===== src/rtl/frame_pkg.sv =====
`default_nettype none
// ============================================================================
//  Module      : frame_pkg
//  Description : Shared definitions for the RPi/DE0-Nano byte-link framer
//                and parser: byte width, default SYNC value, framer state
//                encoding and the checksum folding rule.
//  Revision    : 1.0 - initial release
// ============================================================================
package frame_pkg;

    localparam int BYTE_W = 8;

    localparam logic [BYTE_W-1:0] SYNC_DEFAULT = 8'hA5;

    // Framer state encoding, shared with the receiving parser
    localparam logic [2:0] ST_IDLE = 3'd0;
    localparam logic [2:0] ST_SYNC = 3'd1;
    localparam logic [2:0] ST_TYPE = 3'd2;
    localparam logic [2:0] ST_LEN  = 3'd3;
    localparam logic [2:0] ST_DATA = 3'd4;
    localparam logic [2:0] ST_CHK  = 3'd5;

    typedef enum logic [2:0] {
        IDLE   = ST_IDLE,
        S_SYNC = ST_SYNC,
        S_TYPE = ST_TYPE,
        S_LEN  = ST_LEN,
        S_DATA = ST_DATA,
        S_CHK  = ST_CHK
    } state_e;

    // Checksum is the XOR of TYPE, LEN and every payload byte
    function automatic logic [BYTE_W-1:0] chk_fold(
        input logic [BYTE_W-1:0] acc,
        input logic [BYTE_W-1:0] b
    );
        return acc ^ b;
    endfunction

endpackage
`default_nettype wire


===== src/rtl/out_fsm_if.sv =====
`default_nettype none
// ============================================================================
//  Module      : out_fsm_if
//  Description : 8-bit valid/ready byte stream between the framer (master)
//                and the downstream consumer (slave).
//  Revision    : 1.0 - initial release
// ============================================================================
interface out_fsm_if;
    import frame_pkg::*;

    logic [BYTE_W-1:0] o_stream;
    logic              o_valid;
    logic              i_ready;

    modport master (output o_stream, output o_valid, input  i_ready);
    modport slave  (input  o_stream, input  o_valid, output i_ready);

endinterface
`default_nettype wire


===== src/rtl/byte_fifo.sv =====
`default_nettype none
// ============================================================================
//  Module      : byte_fifo
//  Description : Synchronous byte FIFO, DEPTH x 8, with asynchronous head
//                read, registered full flag and count/empty outputs.
//                Writes while full are dropped; a pop and a push in the same
//                cycle are both honoured.
//  Revision    : 1.0 - initial release
// ============================================================================
module byte_fifo
    import frame_pkg::*;
#(
    parameter int DEPTH = 16
) (
    input  wire logic                   clk,
    input  wire logic                   rst_a,
    input  wire logic [BYTE_W-1:0]      i_data,
    input  wire logic                   i_wr,
    input  wire logic                   i_rd,
    output logic      [BYTE_W-1:0]      o_head,
    output logic      [$clog2(DEPTH):0] o_count,
    output logic                        o_full,
    output logic                        o_empty
);
    localparam int AW = $clog2(DEPTH);
    localparam int CW = AW + 1;

    logic [BYTE_W-1:0] mem_q [DEPTH];
    logic [AW-1:0]     wr_ptr_q, rd_ptr_q;
    logic [CW-1:0]     count_q, count_d;
    logic              full_q;
    logic              w_push, w_pop;

    assign w_push  = i_wr && !full_q;
    assign w_pop   = i_rd && (count_q != '0);
    assign count_d = count_q + CW'(w_push) - CW'(w_pop);

    assign o_head  = mem_q[rd_ptr_q];
    assign o_count = count_q;
    assign o_full  = full_q;
    assign o_empty = (count_q == '0);

    // Storage array: written on accepted pushes only, no reset needed
    always_ff @(posedge clk) begin
        if (w_push) begin
            mem_q[wr_ptr_q] <= i_data;
        end
    end

    // Pointers wrap naturally since DEPTH is a power of two
    always_ff @(posedge clk or posedge rst_a) begin
        if (rst_a) begin
            wr_ptr_q <= '0;
            rd_ptr_q <= '0;
            count_q  <= '0;
            full_q   <= 1'b0;
        end else begin
            if (w_push) wr_ptr_q <= wr_ptr_q + 1'b1;
            if (w_pop)  rd_ptr_q <= rd_ptr_q + 1'b1;
            count_q <= count_d;
            full_q  <= (count_d == CW'(DEPTH));
        end
    end

endmodule
`default_nettype wire


===== src/rtl/out_fsm.sv =====
`default_nettype none
// ============================================================================
//  Module      : out_fsm
//  Description : Frame transmitter. Queues payload bytes in a FIFO and, on a
//                send request, serialises SYNC, TYPE, LEN, payload, CHK onto
//                a valid/ready byte stream.
//  Revision    : 1.0 - initial release
// ============================================================================
module out_fsm
    import frame_pkg::*;
#(
    parameter int                DEPTH = 16,
    parameter logic [BYTE_W-1:0] SYNC  = SYNC_DEFAULT
) (
    input  wire logic              clk,
    input  wire logic              rst_a,
    input  wire logic [BYTE_W-1:0] i_data,
    input  wire logic              i_wr,
    output logic                   o_full,
    input  wire logic [BYTE_W-1:0] i_type,
    input  wire logic              i_send,
    output logic                   o_busy,
    output logic                   o_done,
    out_fsm_if.master              sbus
);
    localparam int CW = $clog2(DEPTH) + 1;

    state_e            state_q, state_d;
    logic [BYTE_W-1:0] type_q, type_d;
    logic [BYTE_W-1:0] len_q,  len_d;
    logic [BYTE_W-1:0] chk_q,  chk_d;
    logic [BYTE_W-1:0] rem_q,  rem_d;
    logic              done_q, done_d;

    logic [BYTE_W-1:0] w_head;
    logic [CW-1:0]     w_count;
    logic [BYTE_W-1:0] w_count8;
    logic              w_empty;
    logic              w_pop;
    logic              w_valid;
    logic              w_hs;
    logic [BYTE_W-1:0] w_stream;

    byte_fifo #(.DEPTH(DEPTH)) u_fifo (
        .clk     (clk),
        .rst_a   (rst_a),
        .i_data  (i_data),
        .i_wr    (i_wr),
        .i_rd    (w_pop),
        .o_head  (w_head),
        .o_count (w_count),
        .o_full  (o_full),
        .o_empty (w_empty)
    );

    // Count is sampled from the register, so a same-cycle write is excluded
    assign w_count8 = BYTE_W'(w_count);
    assign w_hs     = w_valid && sbus.i_ready;

    assign sbus.o_valid  = w_valid;
    assign sbus.o_stream = w_stream;
    assign o_busy        = (state_q != IDLE);
    assign o_done        = done_q;

    // State and frame descriptor registers
    always_ff @(posedge clk or posedge rst_a) begin
        if (rst_a) begin
            state_q <= IDLE;
            type_q  <= '0;
            len_q   <= '0;
            chk_q   <= '0;
            rem_q   <= '0;
            done_q  <= 1'b0;
        end else begin
            state_q <= state_d;
            type_q  <= type_d;
            len_q   <= len_d;
            chk_q   <= chk_d;
            rem_q   <= rem_d;
            done_q  <= done_d;
        end
    end

    // Next-state logic: every non-idle state advances only on a handshake
    always_comb begin
        state_d = state_q;
        type_d  = type_q;
        len_d   = len_q;
        chk_d   = chk_q;
        rem_d   = rem_q;
        done_d  = 1'b0;
        w_pop   = 1'b0;
        case (state_q)
            IDLE: begin
                if (i_send) begin
                    type_d  = i_type;
                    len_d   = w_count8;
                    rem_d   = w_count8;
                    chk_d   = chk_fold(i_type, w_count8);
                    state_d = S_SYNC;
                end
            end
            S_SYNC: if (w_hs) state_d = S_TYPE;
            S_TYPE: if (w_hs) state_d = S_LEN;
            S_LEN: begin
                if (w_hs) state_d = (len_q == '0) ? S_CHK : S_DATA;
            end
            S_DATA: begin
                if (w_hs) begin
                    w_pop = !w_empty;
                    chk_d = chk_fold(chk_q, w_head);
                    rem_d = rem_q - 1'b1;
                    if (rem_q == 8'd1) state_d = S_CHK;
                end
            end
            S_CHK: begin
                if (w_hs) begin
                    state_d = IDLE;
                    done_d  = 1'b1;
                end
            end
            default: state_d = IDLE;
        endcase
    end

    // Stream byte decoded purely from registered state and FIFO contents
    always_comb begin
        w_valid  = (state_q != IDLE);
        w_stream = '0;
        case (state_q)
            S_SYNC:  w_stream = SYNC;
            S_TYPE:  w_stream = type_q;
            S_LEN:   w_stream = len_q;
            S_DATA:  w_stream = w_head;
            S_CHK:   w_stream = chk_q;
            default: w_stream = '0;
        endcase
    end

endmodule
`default_nettype wire


===== src/flat_wrapper.sv =====
// flat-port wrapper written by rule: the top's interface ports become plain ports
module out_fsm_flat import frame_pkg::*;
#(
    parameter int                DEPTH = 16,
    parameter logic [BYTE_W-1:0] SYNC  = SYNC_DEFAULT
)
  (clk, rst_a, i_data, i_wr, o_full, i_type, i_send, o_busy, o_done, sbus_o_stream, sbus_o_valid, sbus_i_ready);
  out_fsm_if sbus_i ();
  input  wire logic clk;
  input  wire logic rst_a;
  input  wire logic [BYTE_W-1:0] i_data;
  input  wire logic i_wr;
  output logic o_full;
  input  wire logic [BYTE_W-1:0] i_type;
  input  wire logic i_send;
  output logic o_busy;
  output logic o_done;
  output wire logic [$bits(sbus_i.o_stream)-1:0] sbus_o_stream;
  output wire logic [$bits(sbus_i.o_valid)-1:0] sbus_o_valid;
  input wire logic [$bits(sbus_i.i_ready)-1:0] sbus_i_ready;
  assign sbus_o_stream = sbus_i.o_stream;
  assign sbus_o_valid = sbus_i.o_valid;
  assign sbus_i.i_ready = sbus_i_ready;
  out_fsm #(.DEPTH(DEPTH), .SYNC(SYNC)) u_core (.clk(clk), .rst_a(rst_a), .i_data(i_data), .i_wr(i_wr), .o_full(o_full), .i_type(i_type), .i_send(i_send), .o_busy(o_busy), .o_done(o_done), .sbus(sbus_i));
endmodule

===== config.mk =====
export PLATFORM = sky130hd
export DESIGN_NAME = out_fsm_flat
export DESIGN_NICKNAME = d
export VERILOG_FILES = /design/src/rtl/frame_pkg.sv /design/src/rtl/out_fsm_if.sv /design/src/rtl/byte_fifo.sv /design/src/rtl/out_fsm.sv /design/src/flat_wrapper.sv
export SDC_FILE = /design/constraint.sdc
export NUM_CORES = 1
export LEC_CHECK = 0
export ABC_AREA = 0
export BUFFER_PORTS_ARGS = -buffer_cell sky130_fd_sc_hd__buf_2
export CAP_MARGIN = 20
export CORE_MARGIN = 2
export CORE_UTILIZATION = 55
export DETAILED_ROUTE_END_ITERATION = 6
export PLACE_DENSITY = 0.75
export SLEW_MARGIN = 20
export SYNTH_ARGS = -nofsm -noshare
export SYNTH_HDL_FRONTEND = slang
export SYNTH_HIERARCHICAL = 1
export SYNTH_SLANG_ARGS = --single-unit

===== constraint.sdc =====
create_clock -name clk -period 3.4 [get_ports clk]
set_clock_uncertainty 0.2 [all_clocks]
set_input_delay 0.17 -clock clk [delete_from_list [all_inputs] [get_ports clk]]
set_output_delay 0.17 -clock clk [all_outputs]
set_load 0.01 [all_outputs]

* Yosys cells after proc, flatten, opt, wreduce, memory -nomap -nowiden
Memories as Yosys holds them, arrays and structs flattened.
Index checks and enable logic that the tools add are counted.
W data, S select, Z words.
** Word-level totals
- Register bits :: 47
- Bits in writable memories :: 128
- Input port bits :: 21
- Output and inout bits :: 12
- Word-level logic and storage cells :: 68
- Memories :: 1
** Cells by class
- Add/sub/neg operators :: 5
- Equal/unequal tests :: 14
- Mux-type cells :: 22
- Bitwise gates (word level) :: 2
- Reductions and logical operators :: 14
** Memories
- u_core.u_fifo.mem_q :: depth 16, width 8, read ports 1, clocked after memory_dff 0, write ports 1, RTL line byte_fifo.sv:28 : logic [BYTE_W-1:0] mem_q [DEPTH];
** Operators by type and width (count)
- $pmux W8 S5 :: 1
- $mux W8 :: 4
- $pmux W8 S2 :: 2
- $mux W3 :: 7
- $pmux W3 S6 :: 1
- $ne A2 B1 Y1 const B :: 6
- $add A4 B1 Y4 const B :: 2
- $eq A8 B1 Y1 const B :: 1
- $logic_not A8 Y1 :: 1
- $sub A8 B1 Y8 const B :: 1
- $xor A8 B5 Y8 :: 1
- $xor A8 B8 Y8 :: 1
- $mux W1 :: 7
- $reduce_and A7 Y1 :: 1
- $eq A3 B2 Y1 const B :: 2
- $eq A3 B3 Y1 const B :: 2
- $add A5 B1 Y5 :: 1
- $eq A5 B5 Y1 const B :: 1
- $logic_not A5 Y1 :: 1
- $reduce_bool A5 Y1 :: 1
- $sub A5 B1 Y5 :: 1
- $eq A3 B1 Y1 const B :: 1
- $logic_and A1 B1 Y1 :: 3
- $logic_not A3 Y1 :: 1
- 6 further kinds :: 7

* Logic depth before layout (Yosys ltp)
- Word-level depth :: 7
- Mapped depth :: 16
- Mapped depth without buffers :: 14

* Cells and area by module
The synthesis kept the hierarchy.
** By module, submodules not included
- byte_fifo :: instances 1, cells each 288, area an instance 5765.5 um^2, sequential area each 4194.0 um^2
- out_fsm :: instances 1, cells each 229, area an instance 1959.4 um^2, sequential area each 825.8 um^2

* Least setup slack after synthesis
OpenSTA, ideal clock, no wires.
- Kind :: flip-flop to flip-flop
- Start point :: register u_core.state_q[1]
- End point :: register u_core.u_fifo.full_q, in the netlist u_core/u_fifo/o_full
- Setup time :: 101 ps
- Arrival time :: 2908 ps
- Data required time :: 3099 ps
- Path slack :: 191 ps
- Cell stages (with the launch flop) :: 16
- Path buffers :: 3
- Period minus slack after synthesis :: 3209 ps
- Path through :: dfrtp_1 buf_2 nor3b_2 buf_2 nand2_1 nor2_1 nor2b_1 clkbuf_1 ha_1 inv_1 ha_1 inv_1 fa_1 inv_1 or3_1 nor4_1
** Between the ends
- Word-level cells in the longest chain between the ends :: 7
- Elaborated cells on any way between the ends :: 8
** Ends and longest elaborated chain
- start, declared :: RTL line out_fsm.sv:28 : state_e state_q, state_d;
- start signal, assigned :: RTL line out_fsm.sv:75 : state_q <= state_d;
- $reduce_bool A3 Y1 :: RTL line out_fsm.sv:128 : w_valid = (state_q != IDLE);
- $logic_and A1 B1 Y1 :: RTL line out_fsm.sv:58 : assign w_hs = w_valid && sbus.i_ready;
- $mux W1 :: RTL line out_fsm.sv:109 : if (w_hs) begin
- $mux W1 (*) :: RTL line out_fsm.sv:93 : case (state_q)
- via u_core.w_pop :: RTL line out_fsm.sv:39 : logic w_pop;
- $logic_and A1 B1 Y1 (*) :: RTL line byte_fifo.sv:35 : assign w_pop = i_rd && (count_q != '0);
- via u_core.u_fifo.w_pop :: RTL line byte_fifo.sv:32 : logic w_push, w_pop;
- $sub A5 B1 Y5 (*) :: RTL line byte_fifo.sv:36 : assign count_d = count_q + CW'(w_push) - CW'(w_pop);
- via u_core.u_fifo.count_d[1] :: RTL line byte_fifo.sv:30 : logic [CW-1:0] count_q, count_d;
- $eq A5 B5 Y1 (*) :: RTL line byte_fifo.sv:61 : full_q <= (count_d == CW'(DEPTH));
- end signal, assigned :: RTL line byte_fifo.sv:61
- end, declared :: RTL line byte_fifo.sv:31 : logic full_q;
Mark *: on every way through the listed nets, which the timed path passes. The rest lies on a longest branch.
A chain may end at the register's enable or synchronous reset.

* Worst setup path after layout
- Start point :: register u_core.u_fifo.count_q[2], in the netlist u_core/u_fifo/o_count[2]
- End point :: register u_core.u_fifo.full_q, in the netlist u_core/u_fifo/o_full
** Between the ends
- Word-level cells in the longest chain between the ends :: 7
- Elaborated cells on any way between the ends :: 9
** Ends and longest elaborated chain
- start, declared :: RTL line byte_fifo.sv:30
- start signal, assigned :: RTL line byte_fifo.sv:60 : count_q <= count_d;
- $logic_not A5 Y1 :: RTL line byte_fifo.sv:41 : assign o_empty = (count_q == '0);
- via u_core.w_empty :: RTL line out_fsm.sv:38 : logic w_empty;
- $logic_not A1 Y1 :: RTL line out_fsm.sv:110 : w_pop = !w_empty;
- $mux W1 :: RTL line out_fsm.sv:109
- $mux W1 :: RTL line out_fsm.sv:93
- via u_core.w_pop :: RTL line out_fsm.sv:39
- $logic_and A1 B1 Y1 :: RTL line byte_fifo.sv:35
- $sub A5 B1 Y5 :: RTL line byte_fifo.sv:36
- via u_core.u_fifo.count_d[1] :: RTL line byte_fifo.sv:30
- $eq A5 B5 Y1 :: RTL line byte_fifo.sv:61
The timed path passes the listed nets, and every way through them passes these cells.

==> impl_metrics.ini <==
[cells_and_area]
diodes = 0
layout.nets = 607
drive_gt1_share_pct = 18.12
post-route-util_pct = 64.17
final.fill_count = 996
area_growth_syn_to_layout_pct = 14.42

[routing]
drc_errors = 0
totalWireLength_mm = 15.15
ant_nets = 0
viasPerCell = 5.941
drtPass1Iterations = 5
wl_per_cell_um = 19.81
num_vias = 4545
drt_iter0_drc = 396

[timing]
worst_pin_slew_ns = 0.6605
hold_viol_final = 0
setup_ws_ns = 0.1694
max-slew-margin-rel_pct = 55.96
fmax_mhz = 309.5
period_share_pct = 95.02
finalSetupViolations = 0
slew_viol_final = 0
setup_tns_ns = 0
period_minus_slack_ns = 3.231

[floorplanning]
die_area_um2 = 15010
start_util_pct = 56.09
core-area_um2 = 13770
io_pins = 33
fp.dieW_um = 122.5
placementRows = 43
die_h_um = 122.5

[grt]
grt_use_total_pct = 22.17
grt_max_degree = 36
overflow = 0
grt_pass1_wl_mm = 24.12
antenna_found_initial = 0
grt_pass1_vias = 4494

[synthesis]
synth_seq_cells = 175
synth.most_common_cell = edfxtp_1
synthArstFlopShare_pct = 26.86
syn_area_per_cell_um2 = 14.94
ys.flop_type = edfxtp_1
syn_inst = 517
ys_seq_area_share_pct = 64.98
synth_commonest_cells = edfxtp_1, nand2_1, dfrtp_1
netlist.top_cell.by_area = edfxtp_1
ys_warn_count = 6
syn_area_um2 = 7725
netlist_top_cells_area = edfxtp_1, dfrtp_1, mux4_2
synth.net_count = 552
synth_edf_count = 128
yosys.area.top_type_share_pct = 49.76
synth.distinct_cells = 56

[placement]
gp_congestion = 0.8530
pre_cts_ws_ns = 0.05092
io_buffer_count = 32
dpl.hpwl_mm = 9.704

[run_status]
outcome = completed

[setup_path]
crit_buf_inv = 4
worstPathMaxFanout = 5
critical_path_class = flop to flop
cp_slowest_cell = fa_1
crit_path_end_kind = flop
critPathMaxStageDelay_ns = 0.47
cp_cell_sequence = inv_1 -> ha_1 -> nor4b_4 -> nor2_1 -> nor2b_4 -> ha_1 -> inv_1 -> ha_1 -> inv_1 -> fa_1 -> inv_1 -> or3_1 -> nor4_2
reg2reg_depth = 13
cp.required_ns = 3.52
startpoint_type = flop
r2r_slack_ns = 0.17
r2r-start = u_core/u_fifo/o_count[2]
r2r-end = u_core/u_fifo/o_full
cp_top_family = simple AND/OR/NAND/NOR gates
crit_top_cell = inv_1
cp.arrival_ns = 3.35

[clock_network]
htreeDepth = 4
cts_tree = built
clockRootBuffer = clkbuf_16
clk_latency_ns = 0.43
cts_sinks = 175
cts.path.max_buffers = 2
cts_buffers = 17
path_clk_slew_ns = 0.07

[hold_path]
hp-class = input port to async pin

[power]
irDropWorstVdd_mv = 0.4426
powerDensity_nw_per_um2 = 850.0
leakagePower_uw = 0.003327
finalPower_uw = 7513

[flow_run]
cap_viol_max_count = 0
[routing by layer]
| layer | track usage (%) | part of all wire (%) | up-vias |
|---|---|---|---|
| li1 | - | - | 2069 |
| met1 | 28.72 | 43 | 2297 |
| met2 | 35.14 | 50 | 155 |
| met3 | 5.669 | 5.1 | 24 |
| met4 | 10.92 | 2.4 | 0 |
| met5 | 0 | 0 | - |
[power breakdown]
part	internal, uW	switching, uW	total [uW]
Sequential	2730	268	3000
Combinational	1140	1490	2620
Clock	1040	854	1890
Total	4900	2610	7510
[flip-flops by register name (all words and copies together) (netlist names)]
signal                  count
u_core/u_fifo/mem_q       128
u_core/chk_q                8
u_core/rem_q                8
u_core/type_q               8
u_core/len_q                5
u_core/u_fifo/o_count       5
u_core/u_fifo/rd_ptr_q      4
u_core/u_fifo/wr_ptr_q      4
u_core/state_q              3
u_core/o_done               1
u_core/u_fifo/o_full        1
[cell usage in the layout, fill, tap and decap left out, types with 5 or more instances in the layout]
cell type / n
a21oi_1: 25
a22oi_1: 19
a311oi_1: 5
and2_1: 19
buf_2: 32
buf_4: 12
clkbuf_16: 17
dfrtp_1: 45
dlygate4sd3_1: 19
edfxtp_1: 128
ha_1: 13
inv_1: 18
mux4_1: 12
mux4_2: 20
nand2_1: 59
nand2b_1: 11
nand3_1: 5
nor2_1: 21
nor3_1: 5
o21ai_1: 10
xnor2_1: 7
xor2_1: 10
[layout make-up]
| class | instances | area (um2) | share of cell area, % |
|---|---|---|---|
| Timing Repair Buffer | 64 | 460.4 | 5.210 |
| Tap cell | 180 | 225.2 | 2.548 |
| Multi-Input combinational cell | 296 | 2480 | 28.06 |
| Clock buffer | 18 | 429.2 | 4.856 |
| Sequential cell | 175 | 5022 | 56.82 |
| Clock inverter | 14 | 153.9 | 1.741 |
| Inverter | 18 | 67.56 | 0.7644 |
[how the worst max path moves through the flow]
stage                                   from              endpoint  cells after the start
floorplan                  u_core/state_q[1]  u_core/u_fifo/o_full                     15
global placement    u_core/u_fifo/o_count[2]  u_core/u_fifo/o_full                     14
detailed placement  u_core/u_fifo/o_count[2]  u_core/u_fifo/o_full                     14
CTS                 u_core/u_fifo/o_count[2]  u_core/u_fifo/o_full                     14
global route        u_core/u_fifo/o_count[2]  u_core/u_fifo/o_full                     13
finish              u_core/u_fifo/o_count[2]  u_core/u_fifo/o_full                     13
[kinds of logic (layout without fill, tap and decap cells)]
family	count (synthesis)	in the layout	synth area share [%]
AOI/OAI and AO/OA	75	75	6.268
xor gates and xnor gates	17	17	1.927
adders and majority gates	14	14	2.365
buffers and inverters	46	114	3.288
DFF	175	175	64.98
muxes	40	40	11.01
and+or+nand+nor	150	150	10.16
[stage by stage]
| stage | hold WS (ns) | std cells | cell area, um2 |
|---|---|---|---|
| floorplan | -0.1408 | 517 | 7725 |
| global placement | 0.02358 | 713 | 8028 |
| detailed placement | 0.03898 | 713 | 8028 |
| CTS | 0.1240 | 764 | 8810 |
| global route | 0.1720 | 765 | 8838 |
| finish | 0.1387 | 765 | 8838 |
[timing repair]
item / in CTS / in global routing
gates resized for setup: 2 / 4
pin swaps: 0 / 1
setup endpoints to repair: 1 / 1
setup buffers: 0 / 1
hold buffers: 19 / 0
endpoints found under the hold margin: 194 / 0
[worst reg2reg max path: cells and delay by family (launching register included)]
family	cells	cell delay, ns
adders and majority gates	4	1.09
buffers and inverters	4	0.28
DFF	1	0.43
and+or+nand+nor	5	1.14
Note: power is estimated with default switching activity, not from simulation.
